### config.mk
export PLATFORM = sky130hd
export DESIGN_NAME = imem_loader
export DESIGN_NICKNAME = d
export VERILOG_FILES = /design/src/rtl/imem_loader.sv
export SDC_FILE = /design/constraint.sdc
export NUM_CORES = 1
export LEC_CHECK = 0
export CAP_MARGIN = 20
export CORE_MARGIN = 4
export CORE_UTILIZATION = 35
export DETAILED_ROUTE_END_ITERATION = 10
export GPL_TIMING_DRIVEN = 0
export PLACE_DENSITY = 0.68
export SYNTH_ARGS = -nofsm -noshare
export SYNTH_HDL_FRONTEND = slang
export SYNTH_SLANG_ARGS = --single-unit
### constraint.sdc
create_clock -name clk -period 3.6 [get_ports clk]
set_clock_uncertainty 0.1 [all_clocks]
set_input_delay 0.54 -clock clk [delete_from_list [all_inputs] [get_ports clk]]
set_output_delay 0.54 -clock clk [all_outputs]
set_load 0.02 [all_outputs]
### src/rtl/imem_loader.sv
// imem_loader
//   Receives a little-endian program image over a byte stream and writes it,
//   one 32-bit word per strobe, into the instruction memory write port.
//   The CPU is held in reset (CpuHold) until a complete image has loaded.
//
//   Image format: 4 length bytes (N = word count), then N words of 4 bytes.
//
// Ports
//   clk           rising-edge clock
//   rst_n         asynchronous active-low reset
//   Start         single-cycle pulse arming a load (ignored while loading)
//   ByteValid     ByteData is valid
//   ByteData      stream byte
//   ByteReady     loader accepts a byte this cycle (LEN/DATA only)
//   WriteEnable   one-cycle write strobe to instruction memory
//   WriteAddress  byte address of the word being written
//   WriteData     word being written
//   Busy          load in progress
//   Done          image loaded successfully (level)
//   Error         load aborted by bad length or timeout (level)
//   CpuHold       keeps the CPU in reset
//   WordsWritten  words written in the current load
module imem_loader #(
  parameter logic [31:0] BASE_ADDR      = 32'h0000_0000,
  parameter int unsigned DEPTH_WORDS    = 256,
  parameter int unsigned TIMEOUT_CYCLES = 1_000_000
) (
  input  logic        clk,
  input  logic        rst_n,
  input  logic        Start,
  input  logic        ByteValid,
  input  logic [7:0]  ByteData,
  output logic        ByteReady,
  output logic        WriteEnable,
  output logic [31:0] WriteAddress,
  output logic [31:0] WriteData,
  output logic        Busy,
  output logic        Done,
  output logic        Error,
  output logic        CpuHold,
  output logic [15:0] WordsWritten
);

  localparam logic [31:0] DEPTH_LIM = 32'(DEPTH_WORDS);
  localparam logic [15:0] DEPTH_SAT = 16'(DEPTH_WORDS);
  localparam logic [31:0] TMO_LIM   = 32'(TIMEOUT_CYCLES);

  typedef enum logic [2:0] {
    IDLE,
    LEN,
    DATA,
    DONE,
    ERROR
  } state_t;

  state_t      state;
  logic [31:0] asm_word;
  logic [1:0]  bidx;
  logic [31:0] nwords;
  logic [31:0] tcnt;

  logic        accept;
  logic        last_byte;
  logic        tmo_hit;
  logic [31:0] next_word;

  assign ByteReady = (state == LEN) || (state == DATA);
  assign accept    = ByteValid && ByteReady;
  assign last_byte = (bidx == 2'd3);
  // Incoming bytes shift in from the top so the first byte ends in bits 7:0.
  assign next_word = {ByteData, asm_word[31:8]};
  // Fires on the idle edge that would bring the counter to TIMEOUT_CYCLES.
  assign tmo_hit   = (TMO_LIM != 32'd0) && (tcnt == TMO_LIM - 32'd1);

  always_ff @(posedge clk or negedge rst_n) begin
    if (!rst_n) begin
      state        <= IDLE;
      asm_word     <= 32'd0;
      bidx         <= 2'd0;
      nwords       <= 32'd0;
      tcnt         <= 32'd0;
      WriteEnable  <= 1'b0;
      WriteAddress <= 32'd0;
      WriteData    <= 32'd0;
      Busy         <= 1'b0;
      Done         <= 1'b0;
      Error        <= 1'b0;
      CpuHold      <= 1'b1;
      WordsWritten <= 16'd0;
    end else begin
      WriteEnable <= 1'b0;
      case (state)
        IDLE, DONE, ERROR: begin
          if (Start) begin
            state        <= LEN;
            Busy         <= 1'b1;
            Done         <= 1'b0;
            Error        <= 1'b0;
            CpuHold      <= 1'b1;
            WordsWritten <= 16'd0;
            tcnt         <= 32'd0;
            bidx         <= 2'd0;
          end
        end
        LEN, DATA: begin
          if (accept) begin
            tcnt     <= 32'd0;
            asm_word <= next_word;
            bidx     <= bidx + 2'd1;
            if (last_byte && (state == LEN)) begin
              nwords <= next_word;
              if (next_word == 32'd0) begin
                state   <= DONE;
                Busy    <= 1'b0;
                Done    <= 1'b1;
                CpuHold <= 1'b0;
              end else if (next_word > DEPTH_LIM) begin
                state <= ERROR;
                Busy  <= 1'b0;
                Error <= 1'b1;
              end else begin
                state <= DATA;
              end
            end else if (last_byte) begin
              // Write registers are separate from asm_word, so streaming
              // continues while this word is being strobed out.
              WriteEnable  <= 1'b1;
              WriteAddress <= BASE_ADDR + {14'd0, WordsWritten, 2'b00};
              WriteData    <= next_word;
              if (WordsWritten != DEPTH_SAT)
                WordsWritten <= WordsWritten + 16'd1;
              if ({16'd0, WordsWritten} == nwords - 32'd1) begin
                state   <= DONE;
                Busy    <= 1'b0;
                Done    <= 1'b1;
                CpuHold <= 1'b0;
              end
            end
          end else if (tmo_hit) begin
            // Any partially assembled word is dropped; bidx restarts on LEN entry.
            state <= ERROR;
            Busy  <= 1'b0;
            Error <= 1'b1;
          end else begin
            tcnt <= tcnt + 32'd1;
          end
        end
        default: state <= IDLE;
      endcase
    end
  end

endmodule

==> flow_metrics.py, run 1 <==
metrics = {
    "critical_path": {
        "worstPathArrival_ps": 3700,
        "end_kind": "register",
        "crit_path_start": "nwords[4]$_DFFE_PN0P_",
        "crit_type": "register to register",
        "critical_path.max_fanout": 7,
        "rr_startpoint": "nwords[4]$_DFFE_PN0P_",
        "startpoint_type": "register",
        "critPathRequiredTime_ps": 3820,
    },
    "die": {
        "rows": 54,
        "coreArea_um2": 21900,
        "pin_count": 98,
        "dieHeight_um": 157,
        "initial_core_util_pct": 35.7,
        "die_area_um2": 24800,
        "die_x_um": 157,
    },
    "min_path": {
        "hp-start": "bidx[0]$_DFFE_PN0P_",
        "hold_path.class": "register to register",
    },
    "clocking": {
        "cts.sinks": 162,
        "cts_tree": "done",
        "root_buffer": "clkbuf_16",
        "htree_levels": 4,
        "numCtsBuffers": 17,
        "insertion_delay_ps": 430,
        "path_clk_slew_ps": 70,
        "cts_buffer_depth": 2,
    },
    "finish": {
        "fill_cells": 2072,
        "instances_no_fill": 1110,
        "design_area_um2": 9780,
        "nNetsFinal": 834,
        "diodes": 0,
        "final_common_cell": "dfrtp_1",
        "mostFrequentLayoutCells": "dfrtp_1, mux2_2, clkdlybuf4s50_1",
        "drive_gt1_share_pct": 21.4,
        "syn_to_final_growth_pct": 25.2,
    },
    "logic_synthesis": {
        "async_flop_share_pct": 100,
        "synthFlopType": "dfrtp_1",
        "syn_inst": 696,
        "ys_types": 56,
        "yosys-top-cells-area": "dfrtp_1, mux2_2, xor2_1, xnor2_1, nor2_1",
        "synth_top_area_share_pct": 51.6,
        "yosysTopAreaCell": "dfrtp_1",
        "synth_warnings": 0,
        "ys_seq_area_share_pct": 51.9,
        "syn_avg_cell_area_um2": 11.2,
        "synth.ff_latch_count": 162,
        "syn_area_um2": 7810,
        "synth_edf_count": 0,
    },
    "detailed_routing": {
        "vias": 5656,
        "wl_um": 18000,
        "ant_nets": 0,
        "first_pass_iters": 5,
        "drcViolationCount": 0,
        "avgViaCountPerCell": 5.10,
        "wl_per_cell_um": 16.2,
        "drt_iter0_drc": 379,
    },
    "pwr": {
        "total_power_mw": 7.33,
        "peakVddDrop_v": 0.000393,
        "p_comb_share_pct": 35.5,
        "p_leak_nw": 4.30,
        "p_switching_mw": 2.66,
        "p_int_mw": 4.66,
        "pwr-share-seq_pct": 37.6,
        "clockPowerShare_pct": 26.9,
        "power_per_cell_area_nw_per_um2": 749,
        "switching_share_pct": 36.4,
    },
    "job": {
        "maxCapViolCount": 0,
    },
    "timing": {
        "finalCriticalPeriod_ps": 3480,
        "maxSlewViolCount": 0,
        "rsz0062_at_grt": "false",
        "fin_crit_sh_pct": 96.7,
        "max_slew_margin_pct": 42.3,
        "setup_viol": 0,
        "fmax_mhz": 287,
        "setup_slack_ps": 119,
        "hold_viol": 0,
        "fin_setup_tns_ps": 0,
        "worst_pin_slew_ps": 857,
    },
    "place": {
        "port_buffers": 80,
        "gp_congestion": 0.842,
        "place_inst": 1072,
        "place_area_um2": 9050,
        "dp_hpwl_um": 12800,
        "dp_slack_ps": -101,
    },
    "global_routing": {
        "grt_pass1_vias": 5543,
        "overflow": 0,
        "grt_max_degree": 107,
        "grt_pass1_wl_um": 29500,
        "antenna_found_initial": 0,
        "grt.total_usage_pct": 15.1,
    },
    "outcome": {
        "outcome": "completed",
    },
}
-- worst paths after layout --
check	to	slack, ps	cells after the start
setup / recovery	state[0]$_DFFE_PN0P_	120	9
hold / removal	bidx[0]$_DFFE_PN0P_	400	1
setup reg to reg	state[0]$_DFFE_PN0P_	120	9
hold reg to reg	bidx[0]$_DFFE_PN0P_	400	1
max in group asynchronous	nwords[5]$_DFFE_PN0P_	1980	3
min in group asynchronous	tcnt[28]$_DFFE_PN0P_	510	2
-- flip-flops by register name (all words and copies together) (netlist names) --
name / flops
bidx: 2
nwords: 32
WriteEnable: 1
WriteData: 32
CpuHold: 1
asm_word: 24
Busy: 1
Done: 1
tcnt: 32
WordsWritten: 16
state: 3
WriteAddress: 16
Error: 1
-- kinds of logic after synthesis --
logic type | after synthesis | share of synthesized area [%]
AND/OR/NAND/NOR | 237 | 16.0
multiplexers | 107 | 15.4
buffers and inverters | 66 | 4.09
flip-flops | 162 | 51.9
adder cells (fa/ha/maj) | 5 | 0.801
XOR/XNOR | 61 | 6.84
AO/OA/AOI/OAI | 57 | 4.84
other | 1 | 0.0480
-- through the flow --
step / util [%] / hold slack, ps
detailed placement: 41.3 / 387
global placement: 41.2 / 380
floorplan: - / 144
global route: 44.7 / 414
CTS: 44.4 / 403
finish: 44.7 / 402
-- power groups by stage --
stage	logic [mW]	clock network (mW)	registers, mW
final	2.60	1.97	2.75
after global routing	2.84	2.10	2.83
after CTS	2.54	2.02	2.76
after detailed placement	2.49	0	2.80
after global placement	2.44	0	2.78
after floorplan	1.64	0	2.75
-- layer usage --
layer,vias up,part of all wire [%],GRT usage (%)
met4,0,1.7,5.33
met2,161,45,23.4
met5,-,0,0
li1,2693,-,-
met1,2780,47,20.6
met3,22,6.2,3.74
-- synth_stat cells, types with 4 or more instances --
cell and n:
and3_1 12, a21oi_1 12, xnor2_1 28, nor4_1 22, nand4_1 17, mux2_2 104, nand2_1 37, ha_1 5
or4_1 7, dfrtp_1 161, xor2_1 33, o21ai_0 19, clkbuf_1 27, nor2_1 59, nor3_1 16, buf_4 16
nand3_1 27, nor4b_1 6, inv_1 19, or3_1 10, nor3b_1 4
-- what timing repair did --
| action | CTS | global route |
|---|---|---|
| hold buffers | 1 | 0 |
| pin swaps | 1 | 3 |
| gates resized for setup | 3 | 8 |
| buffers inserted | 2 | 3 |
| setup endpoints to repair | 1 | 6 |
| hold endpoints to repair | 55 | 0 |
-- worst max-delay path, stage by stage (launching register included) --
cell	delay [ps]
dfrtp_2	430
or4_4	540
buf_6	150
or4_4	450
or4_4	450
a21oi_2	120
nor3_1	50
or3_4	400
a41oi_4	340
mux2_4	330
-- layout make-up --
cell class              count  area, µm²  share of cell area [%]
plain buffers              46        250                    2.56
multi-input cells         483       3520                    36.0
well taps                 280        350                    3.58
repair buffers             87        885                    9.05
clock buffers              17        425                    4.35
clock inverters            15        216                    2.21
flip-flops and latches    162       4060                    41.5
inverters                  20       75.1                   0.768
Power figures use the tool's default switching activity.
==> run 2, diff against run 1 <==
DONT_BUFFER_PORTS = 1   (was default)
PLACE_DENSITY = 0.62   (was 0.68)
==> run 2 against run 1 <==
The run now ends with negative hold slack left. Flip-flop and latch count is the same. Routed wire length fell by 3.8%. Global-route usage is 0.77 points lower. Power fell by 7.5%. Cell count fell by 7.5%. Utilization decreased by 4.2 points. Non-clock buffer count down 83. Critical path depth stayed put. Largest cell class unchanged. Highest routed layer unchanged.
==> flow_metrics.py, run 2 (synthesis gave the netlist of run 1 again) <==
metrics = {
    "min_path": {
        "hold_path.class": "primary input to asynchronous set/reset pin",
    },
    "critical_path": {
        "worstPathCellList": "or4_4 > clkbuf_8 > or4_4 > or4_4 > a21oi_2 > nor3_1 > or3_4 > a41oi_4 > mux2_4",
        "crit_family": "simple AND/OR/NAND/NOR gates",
        "worstPathArrival_ps": 3650,
        "cpPeakStageDelay_ps": 530,
        "crit_buf_inv": 1,
        "crit_type": "register to register",
        "critPathSlowestCell": "or4_4",
        "crit_path_start": "nwords[4]$_DFFE_PN0P_",
        "end_kind": "register",
        "cpMostUsedCell": "or4_4",
        "startpoint_type": "register",
        "critical_path.max_fanout": 7,
        "critPathRequiredTime_ps": 3810,
        "rr_startpoint": "nwords[4]$_DFFE_PN0P_",
    },
    "finish": {
        "design_area_um2": 8870,
        "nNetsFinal": 751,
        "final_common_cell": "dfrtp_1",
        "instances_no_fill": 1027,
        "syn_to_final_growth_pct": 13.5,
        "mostFrequentLayoutCells": "dfrtp_1, mux2_2, nor2_1",
        "fill_cells": 2116,
        "drive_gt1_share_pct": 23.4,
        "diodes": 0,
        "largestRegisters": "WriteData x32, nwords x32, tcnt x32",
    },
    "pwr": {
        "p_leak_nw": 3.96,
        "power_per_cell_area_nw_per_um2": 764,
        "peakVddDrop_v": 0.000322,
    },
    "outcome": {
        "violations": "negative hold slack",
        "outcome": "complete, but fails checks",
    },
    "timing": {
        "setup_viol": 0,
        "worst_pin_slew_ps": 713,
        "fmax_mhz": 291,
        "fin_crit_sh_pct": 95.4,
        "finalCriticalPeriod_ps": 3430,
        "rsz0062_at_grt": "true",
        "fin_setup_tns_ps": 0,
        "hold_viol": 162,
        "hold_slack_ps": -275,
        "max_slew_margin_pct": 52.4,
        "maxSlewViolCount": 0,
    },
    "die": {
        "dieHeight_um": 157,
        "initial_core_util_pct": 35.7,
        "die_x_um": 157,
        "pin_count": 98,
        "coreArea_um2": 21900,
        "die_area_um2": 24800,
        "rows": 54,
    },
    "detailed_routing": {
        "drcViolationCount": 0,
        "avgViaCountPerCell": 5.11,
        "ant_nets": 0,
        "vias": 5250,
        "first_pass_iters": 5,
        "drt_iter0_drc": 341,
        "wl_um": 17300,
        "wl_per_cell_um": 16.8,
    },
    "global_routing": {
        "grt.total_usage_pct": 14.3,
        "overflow": 0,
        "grt_pass1_vias": 5060,
        "antenna_found_initial": 0,
        "grt_max_degree": 163,
        "grt_pass1_wl_um": 27900,
    },
    "place": {
        "place_inst": 991,
        "port_buffers": 0,
        "place_area_um2": 8220,
        "dp_hpwl_um": 12300,
        "gp_congestion": 0.839,
    },
    "job": {
        "maxCapViolCount": 0,
    },
    "clocking": {
        "numCtsBuffers": 17,
        "root_buffer": "clkbuf_16",
        "cts_buffer_depth": 2,
        "cts_tree": "done",
        "insertion_delay_ps": 420,
        "path_clk_slew_ps": 70,
        "cts.sinks": 162,
        "htree_levels": 4,
    },
}
-- run 2: changes by cell type in the layout (fill, tap and decap cells not counted), sizes merged --
cell,before,now
clkbuf,45,46
clkinv,5,6
bufinv,3,0
clkinvlp,0,3
clkdlybuf4s50,79,0
buf,25,21
inv,27,26
dlygate4sd3,1,0
-- run 2: path summary, 6_finish.rpt --
kind	endpoint	slack, ps	depth (start not counted)
max in group asynchronous	nwords[4]$_DFFE_PN0P_	3360	0
min	tcnt[28]$_DFFE_PN0P_	-270	0
min reg2reg	tcnt[0]$_DFFE_PN0P_	410	1
max	state[0]$_DFFE_PN0P_	170	9
min in group clk	asm_word[30]$_DFFE_PN0P_	160	1
max reg2reg	state[0]$_DFFE_PN0P_	170	9
-- run 2: metal layers --
metal  track usage [%]  vias to the layer above  part of all wire [%]
met2              21.6                      134                    45
met1              19.8                     2588                    47
met3              4.89                        7                   6.9
met5                 0                        -                     0
li1                  -                     2521                     -
met4              3.56                        0                  0.86
-- run 2: cell type report --
class                   instances  area, µm²  area share, %
clock buffers                  17        425           4.80
plain buffers                  46        253           2.85
clock inverters                15        163           1.83
inverters                      20       75.1          0.847
well taps                     280        350           3.95
flip-flops and latches        162       4060           45.8
multi-input cells             483       3510           39.6
repair buffers                  4       33.8          0.381
-- run 2: through the flow --
stage,total power [mW],utilization [%],worst slack (ps)
2_1_floorplan,4.39,-,142
3_3_place_gp,4.93,37.5,-70.4
3_5_place_dp,4.98,37.5,-77.4
4_1_cts,6.83,40.4,1.49
5_1_grt,7.22,40.5,-0.712
6_report,6.78,40.5,165
-- run 2: what timing repair did --
item | in CTS | in global routing
pin swaps | 1 | 3
setup buffers | 3 | 1
cloned | 0 | 0
endpoints found under the setup margin | 2 | 7
resized for setup | 6 | 3
endpoints found under the hold margin | 162 | 162
-- run 2: report_power, final --
part	leakage (nW)	internal [mW]	switching (mW)	total, mW
combinational	1.52	1.01	1.07	2.08
clock	0.278	0.929	0.847	1.78
sequential	2.16	2.27	0.650	2.92
total	3.96	4.21	2.57	6.78
==> run 3, diff against run 2 <==
CTS_CLUSTER_SIZE = 10   (was default)
==> results of run 3 <==
The final DEF is identical to that of run 2; final timing and power are the same.
